==> config.mk <==
export PLATFORM = sky130hd
export DESIGN_NAME = led_pwm_fader
export DESIGN_NICKNAME = d
export VERILOG_FILES = /design/src/rtl/led_pwm_fader.sv
export SDC_FILE = /design/constraint.sdc
export NUM_CORES = 1
export LEC_CHECK = 0
export CORE_ASPECT_RATIO = 1.75
export CORE_MARGIN = 2
export CORE_UTILIZATION = 35
export CTS_CLUSTER_SIZE = 14
export DETAILED_ROUTE_END_ITERATION = 7
export GPL_TIMING_DRIVEN = 0
export SLEW_MARGIN = 5
export SYNTH_ARGS = -nofsm -noshare
export SYNTH_HDL_FRONTEND = slang
export SYNTH_SLANG_ARGS = --single-unit
export TNS_END_PERCENT = 5
==> constraint.sdc <==
create_clock -name clk -period 2.5 [get_ports clk]
set_input_delay 0.5 -clock clk [delete_from_list [all_inputs] [get_ports clk]]
set_output_delay 0.5 -clock clk [all_outputs]
set_load 0.05 [all_outputs]
==> src/rtl/led_pwm_fader.sv <==
// led_pwm_fader: two-channel LED PWM driver; each LED fades along a saturating duty ramp toward led_in.
// Latency: led_in -> busy 2 clk; a duty change reaches led_out at the next PWM period boundary plus 1 clk.
// Backpressure: none, led_in is sampled every clock. Define LED_FADE_GAMMA_EN for a quadratic brightness curve.
module led_pwm_fader #(
  parameter int unsigned PWM_BITS = 8,
  parameter int unsigned RAMP_DIV = 49_000
) (
  input  logic       clk,
  input  logic       rst_n,
  input  logic [1:0] led_in,
  output logic [1:0] led_out,
  output logic       busy
);

  // RAMP_DIV of 1 still needs a 1-bit step counter that is permanently at its last value.
  localparam int unsigned         STEP_W    = (RAMP_DIV > 1) ? $clog2(RAMP_DIV) : 1;
  localparam int unsigned         SQ_W      = 2 * PWM_BITS;
  localparam logic [PWM_BITS-1:0] DUTY_MAX  = {PWM_BITS{1'b1}};
  localparam logic [STEP_W-1:0]   STEP_LAST = STEP_W'(RAMP_DIV - 1);

  logic [1:0]               led_in_q, led_in_d;
  logic [PWM_BITS-1:0]      pwm_cnt_q, pwm_cnt_d;
  logic [STEP_W-1:0]        step_cnt_q, step_cnt_d;
  logic [1:0][PWM_BITS-1:0] duty_q, duty_d;
  logic [1:0][PWM_BITS-1:0] duty_lat_q, duty_lat_d;
  logic [1:0][PWM_BITS-1:0] cmp;
  logic [1:0]               led_out_q, led_out_d;
  logic                     busy_q, busy_d;
  logic                     step_tick;
  logic                     period_end;

  // Shared timebase: free-running PWM counter and the ramp-rate divider.
  always_comb begin
    step_tick  = (step_cnt_q == STEP_LAST);
    period_end = (pwm_cnt_q == DUTY_MAX);
    pwm_cnt_d  = pwm_cnt_q + PWM_BITS'(1);
    step_cnt_d = step_tick ? '0 : step_cnt_q + STEP_W'(1);
    led_in_d   = led_in;
  end

  // Saturating duty ramp per channel; direction follows the registered target on each step tick.
  always_comb begin
    duty_d = duty_q;
    for (int i = 0; i < 2; i++) begin
      if (step_tick) begin
        if (led_in_q[i] && (duty_q[i] != DUTY_MAX)) begin
          duty_d[i] = duty_q[i] + PWM_BITS'(1);
        end else if (!led_in_q[i] && (duty_q[i] != '0)) begin
          duty_d[i] = duty_q[i] - PWM_BITS'(1);
        end
      end
    end
  end

`ifdef LED_FADE_GAMMA_EN
  logic [1:0][SQ_W-1:0]     duty_sq;
  logic [1:0][PWM_BITS-1:0] cmp_d, cmp_q;

  // Quadratic brightness: top half of duty^2, with full duty pinned to full-on.
  always_comb begin
    duty_sq = '0;
    cmp_d   = '0;
    for (int i = 0; i < 2; i++) begin
      duty_sq[i] = SQ_W'(duty_q[i]) * SQ_W'(duty_q[i]);
      cmp_d[i]   = (duty_q[i] == DUTY_MAX) ? DUTY_MAX : duty_sq[i][SQ_W-1:PWM_BITS];
    end
  end

  // Pipeline stage that keeps the multiplier out of the latch path.
  always_ff @(posedge clk or negedge rst_n) begin
    if (!rst_n) begin
      cmp_q <= '0;
    end else begin
      cmp_q <= cmp_d;
    end
  end

  assign cmp = cmp_q;
`else
  assign cmp = duty_q;
`endif

  // Compare values only move at the period boundary, so a period never mixes two duties.
  always_comb begin
    duty_lat_d = duty_lat_q;
    if (period_end) begin
      duty_lat_d = cmp;
    end
  end

  // PWM compare (full duty forced constant-on) and the ramp-in-progress flag.
  always_comb begin
    led_out_d = '0;
    busy_d    = 1'b0;
    for (int i = 0; i < 2; i++) begin
      led_out_d[i] = (duty_lat_q[i] == DUTY_MAX) || (pwm_cnt_q < duty_lat_q[i]);
      if (led_in_q[i]) begin
        busy_d = busy_d | (duty_q[i] != DUTY_MAX);
      end else begin
        busy_d = busy_d | (duty_q[i] != '0);
      end
    end
  end

  // State registers; reset clears everything at once, including a ramp in flight.
  always_ff @(posedge clk or negedge rst_n) begin
    if (!rst_n) begin
      led_in_q   <= '0;
      pwm_cnt_q  <= '0;
      step_cnt_q <= '0;
      duty_q     <= '0;
      duty_lat_q <= '0;
      led_out_q  <= '0;
      busy_q     <= 1'b0;
    end else begin
      led_in_q   <= led_in_d;
      pwm_cnt_q  <= pwm_cnt_d;
      step_cnt_q <= step_cnt_d;
      duty_q     <= duty_d;
      duty_lat_q <= duty_lat_d;
      led_out_q  <= led_out_d;
      busy_q     <= busy_d;
    end
  end

  assign led_out = led_out_q;
  assign busy    = busy_q;

endmodule
== Word-level counts from Yosys, hierarchy flattened ==
Cells that the tools add are included.
Operators by class
  add/subtract/negate cells: 6
  magnitude comparators: 2
  equality and inequality tests: 6
  mux-type cells: 7
  bitwise operators: 2
  reductions and logical operators: 14
Operators by type and width (number)
  2-to-1 mux 8 bit: 4
  adder 8 x 1 -> 8 bit, second input constant: 3
  equality test 8 bit, second input constant: 3
  adder 16 x 1 -> 16 bit, second input constant: 1
  equality test 16 bit, second input constant: 1
  less-than comparator 8 bit: 2
  2-to-1 mux 16 bit: 1
  != test 8 bit, second input constant: 2
  nonzero test 8 bit: 2
  subtractor 8 x 1 -> 8 bit, second input constant: 2
  logical AND 1 bit: 4
  AND reduction 2 bit: 2
  nonzero test 2 bit: 2
  zero test 1 bit: 2
  logical OR 1 bit: 2
  2-to-1 mux 1 bit: 2
  OR 1 bit: 2
Storage, ports and cells
  flip-flop bits (word level): 61
  input port bits: 4
  output and inout bits: 3
  word-level logic and storage cells: 46

== Logic depth before layout (Yosys ltp) ==
Gate-level depths: netlist of run 1.
  depth in word-level cells: 4
  depth in mapped cells: 8

== Worst setup path after synthesis of run 1 ==
Ideal clock, no wire load.
  path kind: register to register
  start: register duty_q (netlist bit cmp[0])
  end: register duty_q (netlist bit cmp[5])
  setup time: 125 ps
  arrival time: 2461 ps
  slack: -86 ps
  stages on the path, launching flop included: 9
  path buffers: 0
  cells stage by stage: dfrtp_1 -> nand4_1 -> o21ai_0 -> ha_1 -> a21o_1 -> a21oi_1 -> o21ai_0 -> xor2_1 -> mux2_4
Between the ends
  longest elaborated chain between the ends: 4
RTL lines
  from (decl): line 24  | logic [1:0][PWM_BITS-1:0] duty_q, duty_d;
  from (signal assigned): line 119  | duty_q <= duty_d;
  branches (longest 4 deep; another with subtractor 8 x 1 -> 8 bit)
Several ways; the timed one is not identified. The select of a mux whose other input is x is not followed.
A chain may end at the register's enable or synchronous reset.

== Worst setup path in the final report of run 1 ==
  start: register duty_q (netlist bit cmp[10])
  end: register duty_q (netlist bit cmp[13])
Same word-level chain as after synthesis.

==> flow_summary.toml, run 1 <==
[layout]
final_cell_mix = "dfrtp_1, nand2_1, ha_1, inv_1, o21ai_0"
diodes = 0
nets = 386
n_fill_cell = 911
drive_gt1_share_pct = 15.73
final_common_cell = "dfrtp_1"
final_core_utilization_pct = 42.54
instances_no_fill = 478
multi_input_comb_area_um2 = 1813
seq_area_um2 = 1535
areaGrowthSynthToFinish_pct = 18.17

[yosys]
ys_types = 36
synthArstFlopShare_pct = 100.0
syn_inst = 327
yosysWarnings = 0
syn_area_um2 = 3430
ys_seq_elements = 61
ys_seq_area_share_pct = 44.51
synth_area_per_cell_um2 = 10.49
synth_nets = 362
synth_edf_count = 0
ys.flop_type = "dfrtp_1"

[drt]
viasPerCell = 5.067
drtPass1Iterations = 4
via_count = 2422
ant_nets = 0
drt_iter0_drc = 136
postRouteWirelength_um = 6740
routedWlPerCell_um = 14.10
drc_errors = 0

[global_route]
antenna_found_initial = 0
grtUsageTotal_pct = 14.34
grt_max_degree = 62
first_global_vias = 2541
grt_pass1_wl_um = 11850
overflow = 0

[clock_tree]
clk_pin_slew_ns = 0.05
clockBufferDepth = 2
clk_latency_ns = 0.32
numCtsBuffers = 9
cts_tree = "built"
root_buffer = "clkbuf_16"
cts_hold_buf = 0
cts.sinks = 61
htree_levels = 3

[critical_path]
critPathRequiredTime_ns = 2.71
arrival_ns = 2.55
critPathMaxFanout = 6
worst-r2r-setup-slack_ns = 0.16
critPathLaunchType = "flip-flop"
path_class = "reg -> reg"
critPathCaptureType = "flip-flop"
r2r_end = "cmp[13]"
reg2reg_from = "cmp[10]"
reg2reg_depth = 8

[sta]
setup_tns_ns = 0
setup_viol = 0
finalClockSkew_ns = 0.005575
tightestPinTransition_ns = 0.8366
max_clock_freq_mhz = 426.5
hold_violations = 0
worst_slack_ns = 0.1555
period_share_pct = 93.78
period_needed_ns = 2.344
max-slew-margin-rel_pct = 43.71
finalMaxSlewViolations = 0

[die]
start_util_pct = 36.00
die_x_um = 78.83
die_y_um = 135.0
coreArea_um2 = 9527
placementRows = 47
die-area_um2 = 10640
pin_count = 7

[run_status]
status = "complete, no violations"

[placed_design]
hpwl_um = 4868
portBuffers = 6
globalplace.congestion = 0.8258
dp.cells = 455
dp_slack_ns = -0.5093

[power_and_ir_drop]
max-vdd-ir-drop_mv = 0.4250
total_power_uw = 2405
p_leak_uw = 0.001823
p_per_area_nw_per_um2 = 593.5

[run]
maxCapViolCount = 0

[hold_path]
hp-class = "in -> async"
synthesized netlist by cell type (3+ instances only):
| library cell | n | area, um^2 |
|---|---|---|
| a21o_1 | 8 | 60.06 |
| a21oi_1 | 18 | 90.09 |
| clkbuf_1 | 4 | 15.01 |
| inv_1 | 24 | 90.09 |
| nor2_1 | 13 | 48.80 |
| xnor2_1 | 14 | 122.6 |
| mux2_4 | 12 | 180.2 |
| and3_1 | 3 | 18.77 |
| nor4_1 | 6 | 37.54 |
| xor2_1 | 16 | 140.1 |
| nand3_1 | 12 | 60.06 |
| ha_1 | 29 | 362.9 |
| nand2b_1 | 3 | 18.77 |
| dfrtp_1 | 61 | 1526 |
| nand4_1 | 13 | 81.33 |
| o21ai_0 | 26 | 130.1 |
| nand2_1 | 32 | 120.1 |
| nor3_1 | 3 | 15.01 |
| o31ai_1 | 4 | 30.03 |
repair_timing:
| item | 4_1_cts | 5_1_grt |
|---|---|---|
| endpoints found under the setup margin | 10 | 5 |
| setup buffers | 0 | 7 |
| pin swaps | 0 | 3 |
| hold endpoints to repair | 0 | 0 |
| resized for setup | 5 | 8 |
layout make-up:
type / instances / area share [%]
multi-input cells: 237 / 44.74
clock buffers: 10 / 5.897
inverters: 24 / 2.223
repair buffers: 13 / 2.717
plain buffers: 5 / 0.6483
clock inverters: 6 / 2.130
well taps: 122 / 3.767
flip-flops and latches: 61 / 37.88
critical path, stage by stage, from the launching register on:
cell     delay, ns
dfrtp_1       0.42
nand4_1       0.21
o21ai_4       0.28
ha_1          0.27
a21o_1        0.17
a21oi_1       0.27
o21ai_0       0.15
xor2_1        0.18
mux2_4        0.27
worst max path at each step:
stage	from	endpoint	slack [ns]	cells past startpoint
finish	cmp[10]	cmp[13]	0.16	8
global route	cmp[1]	cmp[6]	-0.001	9
CTS	cmp[0]	cmp[5]	0.01	8
detailed placement	cmp[8]	cmp[13]	-0.51	8
global placement	rst_n	cmp[12]	-1.04	1
floorplan	cmp[8]	cmp[13]	-0.02	8
per-layer routing:
metal	global-route usage, %	vias to the layer above	wire length (um)
li1	-	1198	-
met1	15.72	1179	2776
met2	25.40	31	3631
met3	2.941	14	118
met4	8.046	0	214
met5	0	-	0
kinds of logic (layout without fill, tap and decap cells):
kind of cell               after synthesis  count (layout)  share of synthesized area (%)
buffers and inverters                   29              58                          3.393
muxes                                   16              16                          6.494
xor gates and xnor gates                30              30                          7.661
DFF                                     61              61                          44.51
and+or+nand+nor                         96              96                          15.10
AOI/OAI and AO/OA                       64              64                          11.09
adders and majority gates               31              31                          11.75
power by group:
group	leakage, uW	internal (uW)	switching (uW)
logic	0.000861	25.9	47.6
clock network	0.000158	897	441
registers	0.000804	991	3.02
total	0.00182	1910	492
sequential cells by signal, indices dropped and copies added, names as in the netlist:
| signal | cells |
|---|---|
| cmp | 16 |
| duty_lat_q | 16 |
| step_cnt_q | 16 |
| pwm_cnt_q | 8 |
| led_in_q | 2 |
| led_out | 2 |
| busy | 1 |
per-stage QoR:
| stage | area (um^2) | hold slack (ns) |
|---|---|---|
| 6_report | 4053 | 0.2477 |
| 3_5_place_dp | 3640 | 0.4508 |
| 2_1_floorplan | 3430 | 0.2044 |
| 4_1_cts | 3988 | 0.2828 |
| 3_3_place_gp | 3642 | 0.4467 |
| 5_1_grt | 4053 | 0.3021 |
(Power assumes the default switching activity.)
==> run 2, diff against run 1 <==
- SKIP_CTS_REPAIR_TIMING: default -> 1
==> flow_summary.toml, run 2 (synthesis results as in run 1) <==
[drt]
routedWlPerCell_um = 13.97
postRouteWirelength_um = 6648
ant_nets = 0
via_count = 2398
viasPerCell = 5.038
drc_errors = 0
drt_iter0_drc = 127
drtPass1Iterations = 4

[clock_tree]
root_buffer = "clkbuf_16"
htree_levels = 3
clk_pin_slew_ns = 0.05
cts.sinks = 61
cts_tree = "built"
numCtsBuffers = 9
clockBufferDepth = 2
clk_latency_ns = 0.32

[sta]
max_clock_freq_mhz = 427.4
finalMaxSlewViolations = 0
finalClockSkew_ns = 0.005395
holdWs_ns = 0.2474
setup_tns_ns = 0
tightestPinTransition_ns = 0.8697
period_share_pct = 93.58
hold_violations = 0
setup_viol = 0
max-slew-margin-rel_pct = 41.49
period_needed_ns = 2.340

[critical_path]
reg2reg_from = "cmp[10]"
r2r_end = "cmp[13]"
arrival_ns = 2.55
critPathCaptureType = "flip-flop"
critPathRequiredTime_ns = 2.71
worst-r2r-setup-slack_ns = 0.16
critPathLaunchType = "flip-flop"
path_class = "reg -> reg"
critPathMaxFanout = 6
reg2reg_depth = 8

[global_route]
first_global_vias = 2529
grt_pass1_wl_um = 11760
overflow = 0
antenna_found_initial = 0
grt_max_degree = 62
grtUsageTotal_pct = 14.26

[hold_path]
hp-class = "in -> async"

[die]
coreArea_um2 = 9527
die-area_um2 = 10640
die_y_um = 135.0
start_util_pct = 36.00
die_x_um = 78.83
pin_count = 7
placementRows = 47

[run]
maxCapViolCount = 0

[placed_design]
globalplace.congestion = 0.8258
portBuffers = 6
dp.cells = 455
hpwl_um = 4868

[run_status]
status = "complete, no violations"

[layout]
diodes = 0
n_fill_cell = 920
areaGrowthSynthToFinish_pct = 17.55
nets = 384
final_cell_mix = "dfrtp_1, nand2_1, ha_1, inv_1, o21ai_0"
instances_no_fill = 476
drive_gt1_share_pct = 13.84
final_common_cell = "dfrtp_1"

[power_and_ir_drop]
p_per_area_nw_per_um2 = 595.3
max-vdd-ir-drop_mv = 0.4250
p_leak_uw = 0.001822
[run 2: cell count changes in the layout (fill, tap and decap cells not counted)]
| cell | delta |
|---|---|
| dfrtp_2 | -5 |
| buf_4 | -2 |
| dfrtp_1 | +5 |
[run 2: worst max path at each step]
stage          startpoint      end  slack, ns  cells past startpoint
6_report          cmp[10]  cmp[13]       0.16                      8
3_5_place_dp       cmp[8]  cmp[13]      -0.51                      8
3_3_place_gp        rst_n  cmp[12]      -1.04                      1
5_1_grt            cmp[1]   cmp[6]     -0.009                      8
4_1_cts            cmp[8]  cmp[13]      -0.51                      8
2_1_floorplan      cmp[8]  cmp[13]      -0.02                      8
[run 2: metal layers]
metal  vias to the layer above  track usage (%)  wire length, um
met1                      1167            15.51             2697
li1                       1192                -                -
met5                         -                0                0
met2                        25            25.40             3615
met3                        14            2.941              121
met4                         0            7.950              214
[run 2: power breakdown]
| part | internal [uW] | switching (uW) | leakage (uW) |
|---|---|---|---|
| Clock | 897 | 439 | 0.000158 |
| Combinational | 24.0 | 46.7 | 0.000852 |
| Sequential | 991 | 3.01 | 0.000812 |
[run 2: metrics by stage]
step | setup WS [ns] | power (uW) | cell area (um^2) | utilization [%]
floorplan | -0.01527 | 1042 | 3430 | -
global placement | -1.042 | 1073 | 3642 | 38.23
detailed placement | -0.5093 | 1075 | 3640 | 38.21
CTS | -0.5070 | 2423 | 3965 | 41.62
global route | -0.009126 | 2494 | 4031 | 42.32
finish | 0.1604 | 2400 | 4031 | 42.32
[run 2: final cells by class]
class                           instances  area (um^2)  area share (%)
Timing Repair Buffer                   11        95.09           2.359
Multi-Input combinational cell        237         1813           44.97
Buffer                                  5        26.28          0.6518
Inverter                               24        90.09           2.235
Clock buffer                           10        239.0           5.928
Sequential cell                        61         1529           37.93
Tap cell                              122        152.6           3.786
Clock inverter                          6        86.33           2.142
[run 2: worst max-delay path: stages, from the launching register on]
cell and delay [ns]:
dfrtp_1 0.43, nand4_1 0.21, o21ai_4 0.27, ha_1 0.27, a21o_1 0.17, a21oi_1 0.27, o21ai_0 0.16, xor2_1 0.18
mux2_4 0.27
==> run 3, diff against run 2 <==
- CAP_MARGIN: default -> 20
==> results of run 3 <==
The final DEF is identical to that of run 2; final timing and power are the same.
